[config.mk]
export PLATFORM = sky130hd
export DESIGN_NAME = clock_core_settable
export DESIGN_NICKNAME = d
export VERILOG_FILES = /design/src/rtl/clock_core_settable.sv
export SDC_FILE = /design/constraint.sdc
export NUM_CORES = 1
export LEC_CHECK = 0
export ABC_AREA = 1
export BUFFER_PORTS_ARGS = -buffer_cell sky130_fd_sc_hd__buf_2
export CAP_MARGIN = 15
export CORE_MARGIN = 3
export CORE_UTILIZATION = 55
export CTS_BUF_LIST = sky130_fd_sc_hd__clkbuf_8
export CTS_CLUSTER_SIZE = 12
export DETAILED_ROUTE_END_ITERATION = 12
export PLACE_DENSITY = 0.85
export SLEW_MARGIN = 30
export SYNTH_ARGS = -nofsm -noshare
export SYNTH_HDL_FRONTEND = slang
export SYNTH_SLANG_ARGS = --single-unit
export TNS_END_PERCENT = 50
[constraint.sdc]
create_clock -name clk_in_50M -period 5.4 [get_ports clk_in_50M]
set_clock_uncertainty 0.2 [all_clocks]
set_input_delay 0.27 -clock clk_in_50M [delete_from_list [all_inputs] [get_ports clk_in_50M]]
set_output_delay 0.27 -clock clk_in_50M [all_outputs]
set_load 0.05 [all_outputs]
[src/rtl/clock_core_settable.sv]
// rtl/clock_core_settable.sv - single-clock hh:mm:ss BCD timekeeping core
// Key-driven time setting, 12/24-hour mode and hh:mm alarm strobe.
module clock_core_settable #(
  parameter int CLK_HZ    = 50000000,
  parameter int HOUR_MODE = 24
) (
  input  logic       clk_in_50M,
  input  logic       resetControl,
  input  logic       mode_key,
  input  logic       inc_key,
  input  logic       alarm_en,
  input  logic [7:0] alarm_hour,
  input  logic [7:0] alarm_min,
  output logic [7:0] hour_bcd,
  output logic [7:0] min_bcd,
  output logic [7:0] sec_bcd,
  output logic       pm,
  output logic [1:0] set_state,
  output logic       blink,
  output logic       sec_pulse,
  output logic       day_pulse,
  output logic       alarm_pulse
);

  localparam logic [1:0] ST_RUN      = 2'd0;
  localparam logic [1:0] ST_SET_HOUR = 2'd1;
  localparam logic [1:0] ST_SET_MIN  = 2'd2;

  localparam int            PW         = (CLK_HZ > 2) ? $clog2(CLK_HZ) : 1;
  localparam logic [PW-1:0] PRE_LAST   = PW'(CLK_HZ - 1);
  localparam logic [PW-1:0] HALF_LAST  = PW'(CLK_HZ / 2 - 1);
  localparam bit            MODE12     = (HOUR_MODE == 12);
  localparam logic [7:0]    HOUR_RESET = MODE12 ? 8'h12 : 8'h00;

  logic [PW-1:0] presc;
  logic [1:0]    state;

  // Packed-BCD increment; the ones digit carries into tens at 9.
  function automatic logic [7:0] bcd_inc(input logic [7:0] v);
    if (v[3:0] == 4'd9)
      bcd_inc = {v[7:4] + 4'd1, 4'd0};
    else
      bcd_inc = {v[7:4], v[3:0] + 4'd1};
  endfunction

  function automatic logic [7:0] sixty_inc(input logic [7:0] v);
    sixty_inc = (v == 8'h59) ? 8'h00 : bcd_inc(v);
  endfunction

  function automatic logic [7:0] hour_inc(input logic [7:0] v);
    if (MODE12)
      hour_inc = (v == 8'h12) ? 8'h01 : bcd_inc(v);
    else
      hour_inc = (v == 8'h23) ? 8'h00 : bcd_inc(v);
  endfunction

  logic       sec_wrap;
  logic       hour_carry;
  logic [7:0] sec_nxt;
  logic [7:0] min_nxt;
  logic [7:0] hour_nxt;
  logic       pm_nxt;
  logic       day_roll;
  logic       alarm_hit;

  // Time values the counters take on the next seconds tick.
  always_comb begin
    sec_wrap   = (sec_bcd == 8'h59);
    hour_carry = sec_wrap && (min_bcd == 8'h59);
    sec_nxt    = sixty_inc(sec_bcd);
    min_nxt    = sec_wrap ? sixty_inc(min_bcd) : min_bcd;
    hour_nxt   = hour_carry ? hour_inc(hour_bcd) : hour_bcd;
    pm_nxt     = pm ^ (MODE12 && hour_carry && (hour_bcd == 8'h11));
    if (MODE12)
      day_roll = hour_carry && (hour_bcd == 8'h11) && pm;
    else
      day_roll = hour_carry && (hour_bcd == 8'h23);
    alarm_hit  = alarm_en && (hour_nxt == alarm_hour) && (min_nxt == alarm_min)
                 && (sec_nxt == 8'h00) && !pm_nxt;
  end

  always_ff @(posedge clk_in_50M or posedge resetControl) begin
    if (resetControl) begin
      presc       <= '0;
      state       <= ST_RUN;
      sec_bcd     <= 8'h00;
      min_bcd     <= 8'h00;
      hour_bcd    <= HOUR_RESET;
      pm          <= 1'b0;
      blink       <= 1'b0;
      sec_pulse   <= 1'b0;
      day_pulse   <= 1'b0;
      alarm_pulse <= 1'b0;
    end else begin
      sec_pulse   <= 1'b0;
      day_pulse   <= 1'b0;
      alarm_pulse <= 1'b0;
      case (state)
        ST_RUN: begin
          if (mode_key) begin
            // A tick landing on the same edge is dropped on purpose.
            state <= ST_SET_HOUR;
            presc <= '0;
            blink <= 1'b0;
          end else if (presc == PRE_LAST) begin
            presc       <= '0;
            sec_bcd     <= sec_nxt;
            min_bcd     <= min_nxt;
            hour_bcd    <= hour_nxt;
            pm          <= pm_nxt;
            sec_pulse   <= 1'b1;
            day_pulse   <= day_roll;
            alarm_pulse <= alarm_hit;
          end else begin
            presc <= presc + 1'b1;
          end
        end
        ST_SET_HOUR, ST_SET_MIN: begin
          if (presc >= HALF_LAST) begin
            presc <= '0;
            blink <= ~blink;
          end else begin
            presc <= presc + 1'b1;
          end
          if (mode_key) begin
            if (state == ST_SET_HOUR) begin
              state <= ST_SET_MIN;
            end else begin
              state   <= ST_RUN;
              sec_bcd <= 8'h00;
              presc   <= '0;
              blink   <= 1'b0;
            end
          end else if (inc_key) begin
            if (state == ST_SET_HOUR) begin
              hour_bcd <= hour_inc(hour_bcd);
              if (MODE12 && (hour_bcd == 8'h11))
                pm <= ~pm;
            end else begin
              min_bcd <= sixty_inc(min_bcd);
            end
          end
        end
        default: begin
          state <= ST_RUN;
          presc <= '0;
          blink <= 1'b0;
        end
      endcase
    end
  end

  assign set_state = state;

endmodule

==> results.py, run 1 <==
metrics = {
    "outcome": {
        "run_status": "completed",
    },
    "sta": {
        "hold_viol": 0,
        "relSlewSlack_pct": 52.31,
        "worst_pin_slew_ns": 0.7154,
        "rsz0062_at_grt": "false",
        "finalSetupTns_ns": 0,
        "fin_crit_ns": 2.562,
        "drv_slew": 0,
        "period_share_pct": 47.44,
        "max_clock_freq_ghz": 0.3904,
        "setup_viol": 0,
    },
    "final_layout": {
        "final_layout_size_suffix_gt1_share_pct": 12.56,
        "stdcell_count": 760,
        "layout_common_cells": "174 x nand2_1, 80 x nor2_1, 79 x inv_1, 61 x nand3_1, 56 x dfrtp_1",
        "regArea_um2": 1401,
        "diodes": 0,
        "multi_input_area_um2": 2366,
        "fin_util_pct": 62.94,
        "nFillCells": 694,
        "nets": 697,
        "syn2layout_area_growth_pct": 10.15,
        "layout_commonest_cell": "nand2_1",
    },
    "critical_path": {
        "arrival_ns": 2.55,
        "r2r_end": "hour_bcd[3]",
        "end_kind": "flop",
        "required_ns": 5.39,
        "r2r_cells": 7,
        "path_max_fanout": 23,
        "crit_start": "set_state[0]",
        "critical_path_class": "flop to flop",
        "startpoint_type": "flop",
        "worstReg2RegStart": "set_state[0]",
        "r2r_slack_ns": 2.84,
    },
    "clocking": {
        "postCtsSetupRepairBufs": 0,
        "h-tree-depth": 2,
        "clock-sinks": 56,
        "clockBufferDepth": 2,
        "cts-buffers-inserted": 5,
        "insertion_delay_ns": 0.32,
        "cts_tree": "yes",
        "cts-root-buf": "clkbuf_8",
        "clkTransAtPathRegs_ns": 0.10,
    },
    "worst_hold_path": {
        "min_path_type": "primary input to flop",
        "hold_depth": 3,
        "hold_end": "set_state[0]",
        "hold_start": "mode_key",
    },
    "routing": {
        "highest_layer": "met4",
        "drc": 0,
        "met2_length_mm": 4.411,
        "met3_length_um": 426,
        "wirelength_mm": 9.442,
        "ant_nets": 0,
        "wire_per_inst_um": 12.42,
        "first_pass_iters": 5,
        "vias": 4054,
        "routed_via_density": 5.334,
        "drtIter0Drc": 219,
        "met1_length_mm": 4.425,
    },
    "die": {
        "die_area_um2": 8656,
        "rows": 31,
        "fp.dieH_um": 93.04,
        "core_um2": 7292,
        "initial_core_util_pct": 57.14,
        "ioPinCount": 52,
        "fp.dieW_um": 93.04,
    },
    "grt": {
        "grt_max_degree": 57,
        "grt_pass1_wl_mm": 16.33,
        "grt_pass1_vias": 3643,
        "grt_overflow": 0,
        "grtUsageTotal_pct": 22.90,
        "antenna_found_initial": 0,
    },
    "yosys": {
        "ys_types": 36,
        "async_reset_ff_share_pct": 100.0,
        "ys_seq_area_share_pct": 33.63,
        "synth_enable_flop_cells": 0,
        "synthAdderAreaFrac_pct": 4.805,
        "synth_top_family_by_area": "simple AND/OR/NAND/NOR gates",
        "synth_area_leaders": "dfrtp_1 34%, nand2_1 16%, nand3_1 7.3%, inv_1 7.2%, nor2_1 7.2%",
        "syn_area_per_cell_um2": 6.786,
        "synthXorXnorAreaFrac_pct": 4.835,
        "synthesis.area_um2": 4166,
        "synth_compound_area_share_pct": 8.649,
        "syn_inst": 614,
        "synthMuxAreaShare_pct": 0,
        "ys.flop_type": "dfrtp_1",
        "synth_nets": 651,
        "yosys_warnings": 0,
        "yosys.area.top_type": "dfrtp_1",
        "synth_seq_cells": 56,
        "synth_top_area_share_pct": 33.63,
        "synthSimpleGateAreaFrac_pct": 38.41,
    },
    "placement": {
        "dp_hpwl_mm": 7.109,
        "gp_congestion": 0.9041,
        "dp_cells": 751,
        "portBuffers": 50,
    },
    "power": {
        "power.density_nw_per_um2": 438.6,
        "peakVddDrop_mv": 0.2838,
        "power.leakage_nw": 2.308,
    },
    "job": {
        "max-cap-violations": 0,
    },
}
[worst max-delay path, stage by stage, from the launching register on]
cell	delay, ns
dfrtp_1	0.43
inv_1	0.06
ha_1	0.72
inv_1	0.54
nand3_1	0.21
o21ai_0	0.11
nand2_1	0.10
o21ai_0	0.08
[synth_stat cells (4+ instances only)]
cell type and n:
nand3_1 61, o31ai_1 5, dfrtp_1 56, xor2_1 15
ha_1 16, nand4_1 12, buf_6 5, inv_1 80
xnor2_1 8, a21oi_1 6, nand3_2 7, nor2_1 80
nand2_1 174, nand2_2 6, o21ai_0 35, nor3_1 9
clkbuf_1 5, o211ai_1 5, nor2_4 4
[worst max path at each step]
stage / to / slack, ns / cells past startpoint
6_report: hour_bcd[3] / 2.84 / 7
5_1_grt: hour_bcd[7] / 2.53 / 8
3_3_place_gp: hour_bcd[3] / 2.96 / 7
2_1_floorplan: alarm_pulse / 3.07 / 14
4_1_cts: hour_bcd[3] / 2.85 / 7
3_5_place_dp: hour_bcd[3] / 2.87 / 7
[metrics by stage]
| step | power, W | instance area, um^2 | hold WS [ns] | worst slack, ns |
|---|---|---|---|---|
| floorplan | 0.001493 | 4167 | 0.1827 | 3.067 |
| global placement | 0.001673 | 4453 | 0.2453 | 2.958 |
| finish | 0.002013 | 4589 | 0.03908 | 2.838 |
| global route | 0.002179 | 4589 | 0.03824 | 2.535 |
| CTS | 0.002017 | 4589 | 0.01952 | 2.850 |
| detailed placement | 0.001709 | 4453 | 0.2680 | 2.867 |
[sequential cells by signal, summed over array words and instances, names as in the netlist]
signal and cells:
hour_bcd 8, presc 26, day_pulse 1, set_state 2, alarm_pulse 1, sec_bcd 8, sec_pulse 1, min_bcd 8
blink 1
[cells by family (layout without fill, tap and decap cells)]
group / Yosys count / in the layout
flip-flops: 56 / 56
AND/OR/NAND/NOR: 362 / 362
AO/OA/AOI/OAI: 62 / 62
adder cells (fa/ha/maj): 16 / 16
buffers and inverters: 94 / 141
XOR/XNOR: 23 / 23
other: 1 / 1
[power breakdown]
| part | internal, W | leakage [nW] | total [W] | switching [W] |
|---|---|---|---|---|
| combinational | 0.000301 | 1.49 | 0.00110 | 0.000797 |
| sequential | 0.000493 | 0.754 | 0.000614 | 0.000122 |
| clock | 0.000164 | 0.0645 | 0.000300 | 0.000137 |
| total | 0.000957 | 2.31 | 0.00201 | 0.00106 |
[area by class of cell]
type	count	share of cell area, %
clock inverter	1	0.6543
tap	99	2.699
multi-input combinational	464	51.55
sequential	56	30.53
clock buffer	7	2.099
inverter	81	6.625
timing repair buffer	52	5.834
[metal layers]
layer | vias to the layer above | global-route usage, %
met5 | - | 0
met4 | 0 | 7.692
met3 | 14 | 2.414
met2 | 117 | 36.83
met1 | 1874 | 32.32
li1 | 2049 | -
[timing repair]
item / 4_1_cts / 5_1_grt
setup endpoints to repair: 0 / 0
resized for setup: 0 / 0
hold buffers: 1 / 0
hold endpoints to repair: 56 / 0
Power figures use the tool's default switching activity.
==> run 2: changes to the inputs <==
- clock period: 5.4 -> 2.6 ns (I/O delays scaled with it)
==> results.py, run 2 (synthesis gave the netlist of run 1 again) <==
metrics = {
    "outcome": {
        "run_status": "completed",
    },
    "critical_path": {
        "crit_chain": "ha_1 -> nand2_1 -> nor2_4 -> nand3_2 -> nand2_1 -> nand2_1 -> nand2_1 -> nand3_1 -> nor2_1 -> nand2_1 -> nor2_1 -> nand3_1 -> nor2_1",
        "required_ns": 2.66,
        "worst-path-buf-inv": 0,
        "slowest_stage": "dfrtp_1",
        "slowest_delay_ns": 0.46,
        "worstReg2RegStart": "sec_bcd[0]",
        "r2r_cells": 13,
        "r2r_slack_ns": 0.21,
        "critical_path_class": "flop to flop",
        "crit_top_cell": "nand2_1",
        "r2r_end": "alarm_pulse",
        "end_kind": "flop",
        "arrival_ns": 2.45,
        "path_max_fanout": 11,
        "startpoint_type": "flop",
        "cp_top_family": "simple AND/OR/NAND/NOR gates",
    },
    "final_layout": {
        "stdcell_area_um2": 4647,
        "nets": 708,
        "layout_common_cells": "174 x nand2_1, 80 x inv_1, 80 x nor2_1, 61 x nand3_1, 56 x dfrtp_1",
        "nFillCells": 657,
        "regArea_um2": 1401,
        "multi_input_area_um2": 2366,
        "layout_commonest_cell": "nand2_1",
        "stdcell_count": 771,
        "regMostFlops": "presc",
        "syn2layout_area_growth_pct": 11.53,
        "largest_reg_flops": 26,
        "diodes": 0,
        "final_layout_size_suffix_gt1_share_pct": 13.39,
    },
    "placement": {
        "dp_hpwl_mm": 7.451,
        "gp_congestion": 0.9040,
        "dp_cells": 759,
        "portBuffers": 50,
        "pre_cts_ws_ns": 0.2171,
        "postPlaceCellArea_um2": 4513,
    },
    "routing": {
        "first_pass_iters": 4,
        "wire_per_inst_um": 12.38,
        "drtIter0Drc": 252,
        "drc": 0,
        "wirelength_mm": 9.548,
        "ant_nets": 0,
        "vias": 4098,
        "routed_via_density": 5.315,
    },
    "sta": {
        "rsz0062_at_grt": "false",
        "worst_pin_slew_ns": 0.5470,
        "max_clock_freq_ghz": 0.4178,
        "fin_crit_ns": 2.393,
        "drv_slew": 0,
        "period_share_pct": 92.06,
        "finalSetupTns_ns": 0,
        "hold_viol": 0,
        "setup_slack_ns": 0.2065,
        "relSlewSlack_pct": 63.48,
        "setup_viol": 0,
    },
    "clocking": {
        "clock-sinks": 56,
        "cts_tree": "yes",
        "h-tree-depth": 2,
        "insertion_delay_ns": 0.32,
        "cts-buffers-inserted": 5,
        "cts_resized": 0,
        "cts-root-buf": "clkbuf_8",
        "clockBufferDepth": 2,
        "postCtsSetupRepairBufs": 0,
        "clkTransAtPathRegs_ns": 0.10,
    },
    "worst_hold_path": {
        "min_path_type": "primary input to flop",
        "hold_start": "alarm_hour[3]",
        "hold_depth": 6,
        "hold_end": "alarm_pulse",
    },
    "die": {
        "die_area_um2": 8656,
        "fp.dieH_um": 93.04,
        "core_um2": 7292,
        "fp.dieW_um": 93.04,
        "rows": 31,
        "initial_core_util_pct": 57.14,
        "ioPinCount": 52,
    },
    "grt": {
        "grt_max_degree": 27,
        "grt_pass1_vias": 3773,
        "grtUsageTotal_pct": 23.12,
        "grt_overflow": 0,
        "grt_pass1_wl_mm": 16.52,
        "antenna_found_initial": 0,
    },
    "power": {
        "p_total_w": 0.004160,
        "power.density_nw_per_um2": 895.2,
        "peakVddDrop_mv": 0.7240,
        "power.leakage_nw": 2.342,
    },
    "job": {
        "max-cap-violations": 0,
    },
}
## run 2: worst max-delay path by stage
stage                     from           to  slack, ns  depth (start not counted)
CTS                 sec_bcd[0]  alarm_pulse       0.21                         13
global route        sec_bcd[0]  alarm_pulse       0.02                         13
detailed placement  sec_bcd[0]  alarm_pulse       0.22                         13
floorplan           sec_bcd[0]  alarm_pulse       0.27                         14
global placement    sec_bcd[1]  alarm_pulse       0.31                         14
finish              sec_bcd[0]  alarm_pulse       0.21                         13
## run 2: what timing repair did
item                                    CTS  global route
endpoints found under the hold margin    26             0
endpoints found under the setup margin    0             0
hold buffers                              4             0
## run 2: layout make-up
type | instances | share of cell area, %
sequential | 56 | 30.16
multi-input combinational | 464 | 50.92
inverter | 81 | 6.543
tap | 99 | 2.666
clock inverter | 2 | 0.2423
timing repair buffer | 63 | 7.701
clock buffer | 6 | 1.777
## run 2: report_power, final
group	internal (W)	leakage, nW	switching, W
combinational	0.000710	1.54	0.00169
clock	0.000213	0.0486	0.000286
sequential	0.00102	0.754	0.000235
total	0.00195	2.34	0.00221
## run 2: layer usage
layer,GRT usage [%],up-vias,share of wire (%)
met5,0,-,0
met4,7.204,0,1.3
met3,3.781,12,6.1
met2,38.21,136,47
met1,31.11,1882,45
li1,-,2068,-
## run 2: worst min-delay path, stage by stage
cell and delay, ns:
buf_2 0.09, nand2_1 0.05, nand4_1 0.06, nor2_1 0.04, nand3_1 0.09, nor2_1 0.05
## run 2: through the flow
step	hold WS [ns]	utilization (%)
after floorplan	0.04273	-
after global placement	0.01668	61.89
after detailed placement	0.02004	61.89
after CTS	0.01389	63.73
after global routing	0.03736	63.73
final	0.01924	63.73
